`config.mk`:
```
export PLATFORM = sky130hd
export DESIGN_NAME = rr_arbiter8_flat
export DESIGN_NICKNAME = d
export VERILOG_FILES = /design/src/rtl/rr_arbiter8_if.sv /design/src/rtl/rr_arbiter8.sv /design/src/flat_wrapper.sv
export SDC_FILE = /design/constraint.sdc
export NUM_CORES = 1
export LEC_CHECK = 0
export ABC_CLOCK_PERIOD_IN_PS = 7800
export BUFFER_PORTS_ARGS = -buffer_cell sky130_fd_sc_hd__buf_2
export CORE_MARGIN = 1
export CORE_UTILIZATION = 45
export CTS_CLUSTER_DIAMETER = 100
export DETAILED_ROUTE_END_ITERATION = 8
export GPL_TIMING_DRIVEN = 0
export HOLD_SLACK_MARGIN = 0.1
export PLACE_DENSITY = 0.69
export SLEW_MARGIN = 20
export SYNTH_ARGS = -nofsm -noshare
export SYNTH_HDL_FRONTEND = slang
export SYNTH_SLANG_ARGS = --single-unit
```
`constraint.sdc`:
```
create_clock -name clk -period 7.8 [get_ports clk]
set_input_delay 1.56 -clock clk [delete_from_list [all_inputs] [get_ports clk]]
set_output_delay 1.56 -clock clk [all_outputs]
set_load 0.05 [all_outputs]
```
`src/rtl/rr_arbiter8_if.sv`:
```
// rr_arbiter8_if: request/grant bundle between requesters and rr_arbiter8.
// master = requester side, slave = arbiter side.
interface rr_arbiter8_if #(
    parameter int N    = 8,
    parameter int IDXW = 3
);
    logic [N-1:0]    req;
    logic [N-1:0]    done;
    logic [N-1:0]    gnt;
    logic [IDXW-1:0] gnt_idx;
    logic            gnt_valid;
    logic            timeout;

    modport master (
        output req,
        output done,
        input  gnt,
        input  gnt_idx,
        input  gnt_valid,
        input  timeout
    );

    modport slave (
        input  req,
        input  done,
        output gnt,
        output gnt_idx,
        output gnt_valid,
        output timeout
    );
endinterface

```
`src/rtl/rr_arbiter8.sv`:
```
// rr_arbiter8: 8-way round-robin arbiter, grant held until the owner releases.
// RR_ARB_TIMEOUT_EN adds a forced release after MAX_HOLD cycles.
module rr_arbiter8 #(
    parameter int N    = 8,
    parameter int IDXW = 3
`ifdef RR_ARB_TIMEOUT_EN
    ,
    parameter int MAX_HOLD = 16
`endif
) (
    input logic          clk,
    input logic          rst,
    rr_arbiter8_if.slave bus
);
    localparam logic [0:0] IDLE  = 1'b0;
    localparam logic [0:0] GRANT = 1'b1;
    localparam logic [N-1:0] ONE = {{(N-1){1'b0}}, 1'b1};

    logic [0:0]      state;
    logic [IDXW-1:0] ptr;
    logic [N-1:0]    gnt;
    logic [IDXW-1:0] gnt_idx;
    logic            gnt_valid;
    logic            tmo;

    logic [N-1:0]    cand;
    logic [2*N-1:0]  rot_wide;
    logic [N-1:0]    rot;
    logic [IDXW-1:0] off;
    logic [IDXW-1:0] win;
    logic            found;
    logic            rel;
    logic            load;

    // Rotate so bit 0 is the ptr position, pick the lowest set bit, rotate back.
    always_comb begin
        rel      = bus.done[gnt_idx] | ~bus.req[gnt_idx] | tmo;
        cand     = (state == GRANT) ? (bus.req & ~gnt) : bus.req;
        rot_wide = {cand, cand} >> ptr;
        rot      = rot_wide[N-1:0];
        found    = |rot;
        off      = '0;
        for (int i = N - 1; i >= 0; i--) begin
            if (rot[i]) off = IDXW'(i);
        end
        win  = ptr + off;
        load = found & ((state == IDLE) | rel);
    end

    always_ff @(posedge clk) begin
        if (rst) begin
            state     <= IDLE;
            ptr       <= '0;
            gnt       <= '0;
            gnt_idx   <= '0;
            gnt_valid <= 1'b0;
        end else begin
            unique case (state)
                IDLE: begin
                    if (load) begin
                        gnt       <= ONE << win;
                        gnt_idx   <= win;
                        gnt_valid <= 1'b1;
                        ptr       <= win + 1'b1;
                        state     <= GRANT;
                    end
                end
                GRANT: begin
                    if (load) begin
                        gnt     <= ONE << win;
                        gnt_idx <= win;
                        ptr     <= win + 1'b1;
                    end else if (rel) begin
                        gnt       <= '0;
                        gnt_idx   <= '0;
                        gnt_valid <= 1'b0;
                        state     <= IDLE;
                    end
                end
                default: state <= IDLE;
            endcase
        end
    end

`ifdef RR_ARB_TIMEOUT_EN
    localparam int CW = $clog2(MAX_HOLD) + 1;

    logic [CW-1:0] hold_cnt;
    logic          timeout_q;

    assign tmo = (state == GRANT) &&
                 (hold_cnt == CW'(MAX_HOLD - 1));

    always_ff @(posedge clk) begin
        if (rst) begin
            hold_cnt  <= '0;
            timeout_q <= 1'b0;
        end else begin
            timeout_q <= tmo;
            if (load || rel)
                hold_cnt <= '0;
            else if (state == GRANT)
                hold_cnt <= hold_cnt + 1'b1;
        end
    end

    assign bus.timeout = timeout_q;
`else
    assign tmo         = 1'b0;
    assign bus.timeout = 1'b0;
`endif

    assign bus.gnt       = gnt;
    assign bus.gnt_idx   = gnt_idx;
    assign bus.gnt_valid = gnt_valid;
endmodule

```
`src/flat_wrapper.sv`:
```
// flat-port wrapper written by rule: the top's interface ports become plain ports
module rr_arbiter8_flat 
#(
    parameter int N    = 8,
    parameter int IDXW = 3

)
  (clk, rst, bus_req, bus_done, bus_gnt, bus_gnt_idx, bus_gnt_valid, bus_timeout);
  rr_arbiter8_if #(.N(N), .IDXW(IDXW)) bus_i ();
  input logic clk;
  input logic rst;
  input wire logic [$bits(bus_i.req)-1:0] bus_req;
  input wire logic [$bits(bus_i.done)-1:0] bus_done;
  output wire logic [$bits(bus_i.gnt)-1:0] bus_gnt;
  output wire logic [$bits(bus_i.gnt_idx)-1:0] bus_gnt_idx;
  output wire logic [$bits(bus_i.gnt_valid)-1:0] bus_gnt_valid;
  output wire logic [$bits(bus_i.timeout)-1:0] bus_timeout;
  assign bus_i.req = bus_req;
  assign bus_i.done = bus_done;
  assign bus_gnt = bus_i.gnt;
  assign bus_gnt_idx = bus_i.gnt_idx;
  assign bus_gnt_valid = bus_i.gnt_valid;
  assign bus_timeout = bus_i.timeout;
  rr_arbiter8 #(.N(N), .IDXW(IDXW)) u_core (.clk(clk), .rst(rst), .bus(bus_i));
endmodule
```
# Yosys cells after proc, flatten, opt, wreduce, memory -nomap -nowiden
# Cells that the tools add are included.
# classes
shift	2
n_bitwise	7
reduce_logical	3
addsub	2
mux	30
n_mul	0
n_lt_le_gt_ge	1
eq_ne	4
div_mod_pow	0
# op_table
op	n
$mux 3	12
$mux 8	4
$pmux 8 s2	1
$shr 16x3->8	1
$and 8x8->8	1
$mux 1	8
$not 8->8	1
$reduce_or 8->1	1
$shl 1x3->8 const A	1
$bmux 1 s3	2
$pmux 3 s2	1
$lt 3x4->1 const B	1
$ne 2x2->1 const B	2
$pmux 1 s2	2
$add 3x1->3 const B	1
$add 3x3->3	1
$ne 3x3->1 const B	1
$reduce_and 3->1	1
$ne 2x1->1 const B	1
$not 1->1	2
$or 1x1->1	2
$reduce_and 2->1	1
$and 1x1->1	1
# totals
rom_bits	0
mem_count	0
register_bits	16
inputBits	18
ramBits	0
latchBits	0

# Depth between registers and ports, before layout
# logic_depth
depth_word	16
depth_mapped	17
ltp_nobuf	16

# Least setup slack after synthesis
# No wires, ideal clock.
# synth_timing
path_type	input -> register
startpoint	input bus_req[3]
endpoint	register u_core.ptr[2]
setup_ns	0.070
path_stages	15
t_arrival_ns	4.831
path_buffers	0
slack_ns	2.899
required_time_ns	7.730
cell_sequence	a21bo_2 mux4_1 mux2_2 nand2b_1 a21bo_2 a21bo_2 a21boi_1 ha_1 inv_1 fa_1 xnor2_1 xor2_1 ha_1 or2_0 a21oi_1
# synth_via
elab_chain_cells	14
# synth_rtl
item	line_no	rtl
from (decl)	flat_wrapper.sv:12	input wire logic [$bits(bus_i.req)-1:0] bus_req;
$and 8x8->8	rr_arbiter8.sv:38	cand = (state == GRANT) ? (bus.req & ~gnt) : bus.req;
$mux 8	rr_arbiter8.sv:38	
$shr 16x3->8	rr_arbiter8.sv:39	rot_wide = {cand, cand} >> ptr;
$mux 3 (8 in a row)	rr_arbiter8.sv:44	if (rot[i]) off = IDXW'(i);
$add 3x3->3	rr_arbiter8.sv:46	win = ptr + off;
$add 3x1->3	rr_arbiter8.sv:64, rr_arbiter8.sv:72	
$mux 3	rr_arbiter8.sv:60, rr_arbiter8.sv:69	
to (signal assigned)	rr_arbiter8.sv:64	ptr <= win + 1'b1;
to (signal assigned)	rr_arbiter8.sv:72	ptr <= win + 1'b1;
to (decl)	rr_arbiter8.sv:20	logic [IDXW-1:0] ptr;
# Several ways; a longest one is shown, not always the timed one. The select of a mux whose other input is x is not followed.
# A chain may end at the register's enable or synchronous reset.

# Worst setup path after layout
# layout_timing
startpoint	input bus_req[4]
endpoint	register u_core.ptr[2]
# Same word-level chain as after synthesis.

==> results.yml <==
logic_synthesis:
  mappedNetlistArea_um2: 1290
  postSynthRegisterBits: 16
  synth_cell_types: 43
  synth_top_flop_cell: "sky130_fd_sc_hd__dfxtp_1"
  syn_inst: 124
  synth-seq-area-share_pct: 24.7
  postSynth.asyncResetShare_pct: 0
  mappedNetlistNets: 145
  synth.yosys.warnings: 0
  syn_avg_cell_area_um2: 10.4
  synth_edf_count: 0
worst_setup_path:
  critPathSlowestCell: "sky130_fd_sc_hd__mux4_1"
  critPathKind: "input pin to register"
  timing.critical_path.fanout_max: 5
  worst_ep_arrival_time_ns: 5.24
  worst_reg_to_reg_setup_slack_ns: 3.61
  crit_chain: "buf_2, a21bo_1, mux4_1, mux2_2, nand2b_1, a21bo_2, a21bo_2, a21boi_1, ha_1, inv_1, fa_1, xnor2_1, xor2_1, ha_1, or2_0, a21oi_1"
  critPathRequiredTime_ns: 8.03
  worstSetupStartpointType: "input pin"
  critical_path.max_stage_delay_ns: 0.54
  rr_endpoint: "u_core.ptr[2]"
  worst_r2r_path_depth: 16
  r2r_start: "u_core.state"
  crit_path_end_kind: "register"
die:
  rows: 19
  fp.dieH_um: 55.6
  die_area_um2: 3100
  die_w_um: 55.6
  core_area_um2: 2730
  io-pin-count: 31
  initial_core_util_pct: 47.4
global_routing:
  first_pass_grt_wire_length_um: 5020
  global_route.usage.total_pct: 20.9
  grt_start_max_net_pins: 11
  antenna_found_initial: 0
  overflow: 0
  first_global_vias: 1071
hold_path:
  timing.hold.worst.class: "register to register"
  holdCritStartpoint: "u_core.bus.gnt[5]"
  min_to: "u_core.bus.gnt[5]"
  min_delay_path_depth: 1
clock_tree:
  postCtsSetupBuffers: 0
  clock_sink_count: 16
  tritoncts_clock_tree: "done"
  cts-root-buf: "sky130_fd_sc_hd__clkbuf_4"
  cts_inserted_buffers: 3
  clk_latency_ns: 0.29
  cts_max_level: 1
  clock_slew_at_the_register_clock_pins_of_the_worst_setup_and_hold_paths_ns: 0.10
  cts_repair_resize_count: 0
  cts-root-to-sink-buffers: 2
  cts-hold-fix-buffers: 0
timing:
  setup_repair_after_global_routing_missed_its_margin: "no"
  worst_slew_margin_rel_pct: 63.8
  slew_violations: 0
  skew_ns: 0.00723
  tightest_slew_ns: 0.537
  setup-tns-final_ns: 0
  whs_ns: 0.495
  finalCriticalPeriod_ns: 5.01
  layout_setup_ws_ns: 2.79
  finalHoldViolCount: 0
  final.period_utilization_pct: 64.3
  setup_viol: 0
  maximum_frequency_from_static_timing_analysis_ghz: 0.199
detailed_routing:
  dr_total_vias: 1087
  wl_um: 3010
  drc_errors: 0
  drt_iter0_drc: 37
  remaining_number_of_nets_flagged_by_the_antenna_check_after_routing: 0
  drt-vias-per-instance: 5.78
  drtPass1Iterations: 4
  routed_wire_length_per_instance_um: 16.0
placement:
  numPlacedInstances: 184
  portBuffers: 29
  post-place-ws_ns: 2.48
  place_congestion: 0.931
  place_hpwl_um: 2530
  post_placement_cell_area_um2: 1480
finish:
  syn2layout_area_growth_pct: 17.0
  finalCoreUtilization_pct: 55.4
  most_frequent_cells_in_the_layout: "sky130_fd_sc_hd__buf_2 (30), sky130_fd_sc_hd__dfxtp_1 (16), sky130_fd_sc_hd__nand2_1 (10)"
  final_cell_area_um2: 1520
  antennaDiodeCount: 0
  count_of_non_filler_cells_in_the_finished_layout: 188
  mostFrequentLayoutCell: "sky130_fd_sc_hd__buf_2"
  final_net_count: 179
  layout-drive-gt1-share_pct: 38.2
power_and_ir_drop:
  fin_total_pwr_mw: 0.639
  p_leak_nw: 0.688
  power_density_nw_per_um2: 422
  maximum_vdd_ir_drop_uv: 248
job:
  max_cap_violation_count: 0
status:
  run_status: "finished clean"
[state kept, by name, summed over array words and instances, names as in the netlist]
name,flops
u_core.bus.gnt,8
u_core.bus.gnt_idx,3
u_core.ptr,3
u_core.bus.gnt_valid,1
u_core.state,1
[critical path, delay by kind of cell]
| family | cells | cell delay (ns) |
|---|---|---|
| AO/OA/AOI/OAI | 5 | 0.92 |
| XOR/XNOR | 2 | 0.54 |
| adder cells (fa/ha/maj) | 3 | 0.85 |
| buffers and inverters | 2 | 0.12 |
| multiplexers | 2 | 0.87 |
| AND/OR/NAND/NOR | 2 | 0.37 |
[metal layers]
layer / GRT usage (%) / vias up / part of all wire (%)
met5: 0 / - / 0
met4: 8.21 / 0 / 1.4
met3: 1.63 / 5 / 2.2
met2: 37.2 / 17 / 53
met1: 26.4 / 533 / 44
li1: - / 532 / -
[area by class of cell]
type	instances	area [um^2]
Multi-Input combinational cell	93	898
Sequential cell	16	320
Fill cell	242	1220
Timing Repair Buffer	29	145
Inverter	9	33.8
Tap cell	31	38.8
Clock buffer	4	36.3
Buffer	6	42.5
[cell usage after synthesis (2+ instances only)]
| library cell | instances | area share [%] |
|---|---|---|
| sky130_fd_sc_hd__a21bo_1 | 6 | 4.6 |
| sky130_fd_sc_hd__a21bo_2 | 5 | 3.9 |
| sky130_fd_sc_hd__a21oi_1 | 5 | 1.9 |
| sky130_fd_sc_hd__a22o_1 | 5 | 3.4 |
| sky130_fd_sc_hd__and2_1 | 2 | 0.97 |
| sky130_fd_sc_hd__buf_6 | 2 | 1.7 |
| sky130_fd_sc_hd__dfxtp_1 | 16 | 25 |
| sky130_fd_sc_hd__ha_1 | 2 | 1.9 |
| sky130_fd_sc_hd__inv_1 | 9 | 2.6 |
| sky130_fd_sc_hd__mux2_2 | 8 | 7.0 |
| sky130_fd_sc_hd__mux2i_1 | 2 | 1.5 |
| sky130_fd_sc_hd__mux4_1 | 3 | 6.1 |
| sky130_fd_sc_hd__mux4_2 | 6 | 10 |
| sky130_fd_sc_hd__nand2_1 | 10 | 2.9 |
| sky130_fd_sc_hd__nand2b_1 | 3 | 1.4 |
| sky130_fd_sc_hd__nand4_4 | 2 | 3.3 |
| sky130_fd_sc_hd__nor2_1 | 5 | 1.4 |
| sky130_fd_sc_hd__o21ai_0 | 3 | 1.2 |
| sky130_fd_sc_hd__o2bb2ai_1 | 4 | 2.7 |
| sky130_fd_sc_hd__o32ai_1 | 3 | 2.0 |
[kinds of logic after synthesis]
kind of cell / count (synthesis) / synth area share (%)
AO/OA/AOI/OAI: 37 / 23.8
XOR/XNOR: 2 / 1.35
adder cells (fa/ha/maj): 3 / 3.48
buffers and inverters: 15 / 5.89
flip-flops: 16 / 24.7
multiplexers: 19 / 25.0
other: 1 / 0.290
AND/OR/NAND/NOR: 31 / 15.5
[how the worst max path moves through the flow]
| stage | start | to | slack (ns) | cells past startpoint |
|---|---|---|---|---|
| 2_1_floorplan | bus_req[3] | u_core.ptr[2] | 2.90 | 15 |
| 3_3_place_gp | bus_req[4] | u_core.ptr[2] | 2.58 | 16 |
| 3_5_place_dp | bus_req[4] | u_core.ptr[2] | 2.48 | 16 |
| 4_1_cts | bus_req[4] | u_core.ptr[2] | 2.79 | 16 |
| 5_1_grt | bus_req[5] | u_core.ptr[2] | 2.58 | 16 |
| 6_report | bus_req[4] | u_core.ptr[2] | 2.79 | 16 |
[power breakdown]
part	total (mW)	switching [mW]	leakage, nW	internal (mW)
Clock	0.0552	0.0267	0.0210	0.0284
Combinational	0.457	0.267	0.535	0.190
Sequential	0.127	0.0206	0.132	0.107
(Power assumes the default switching activity.)
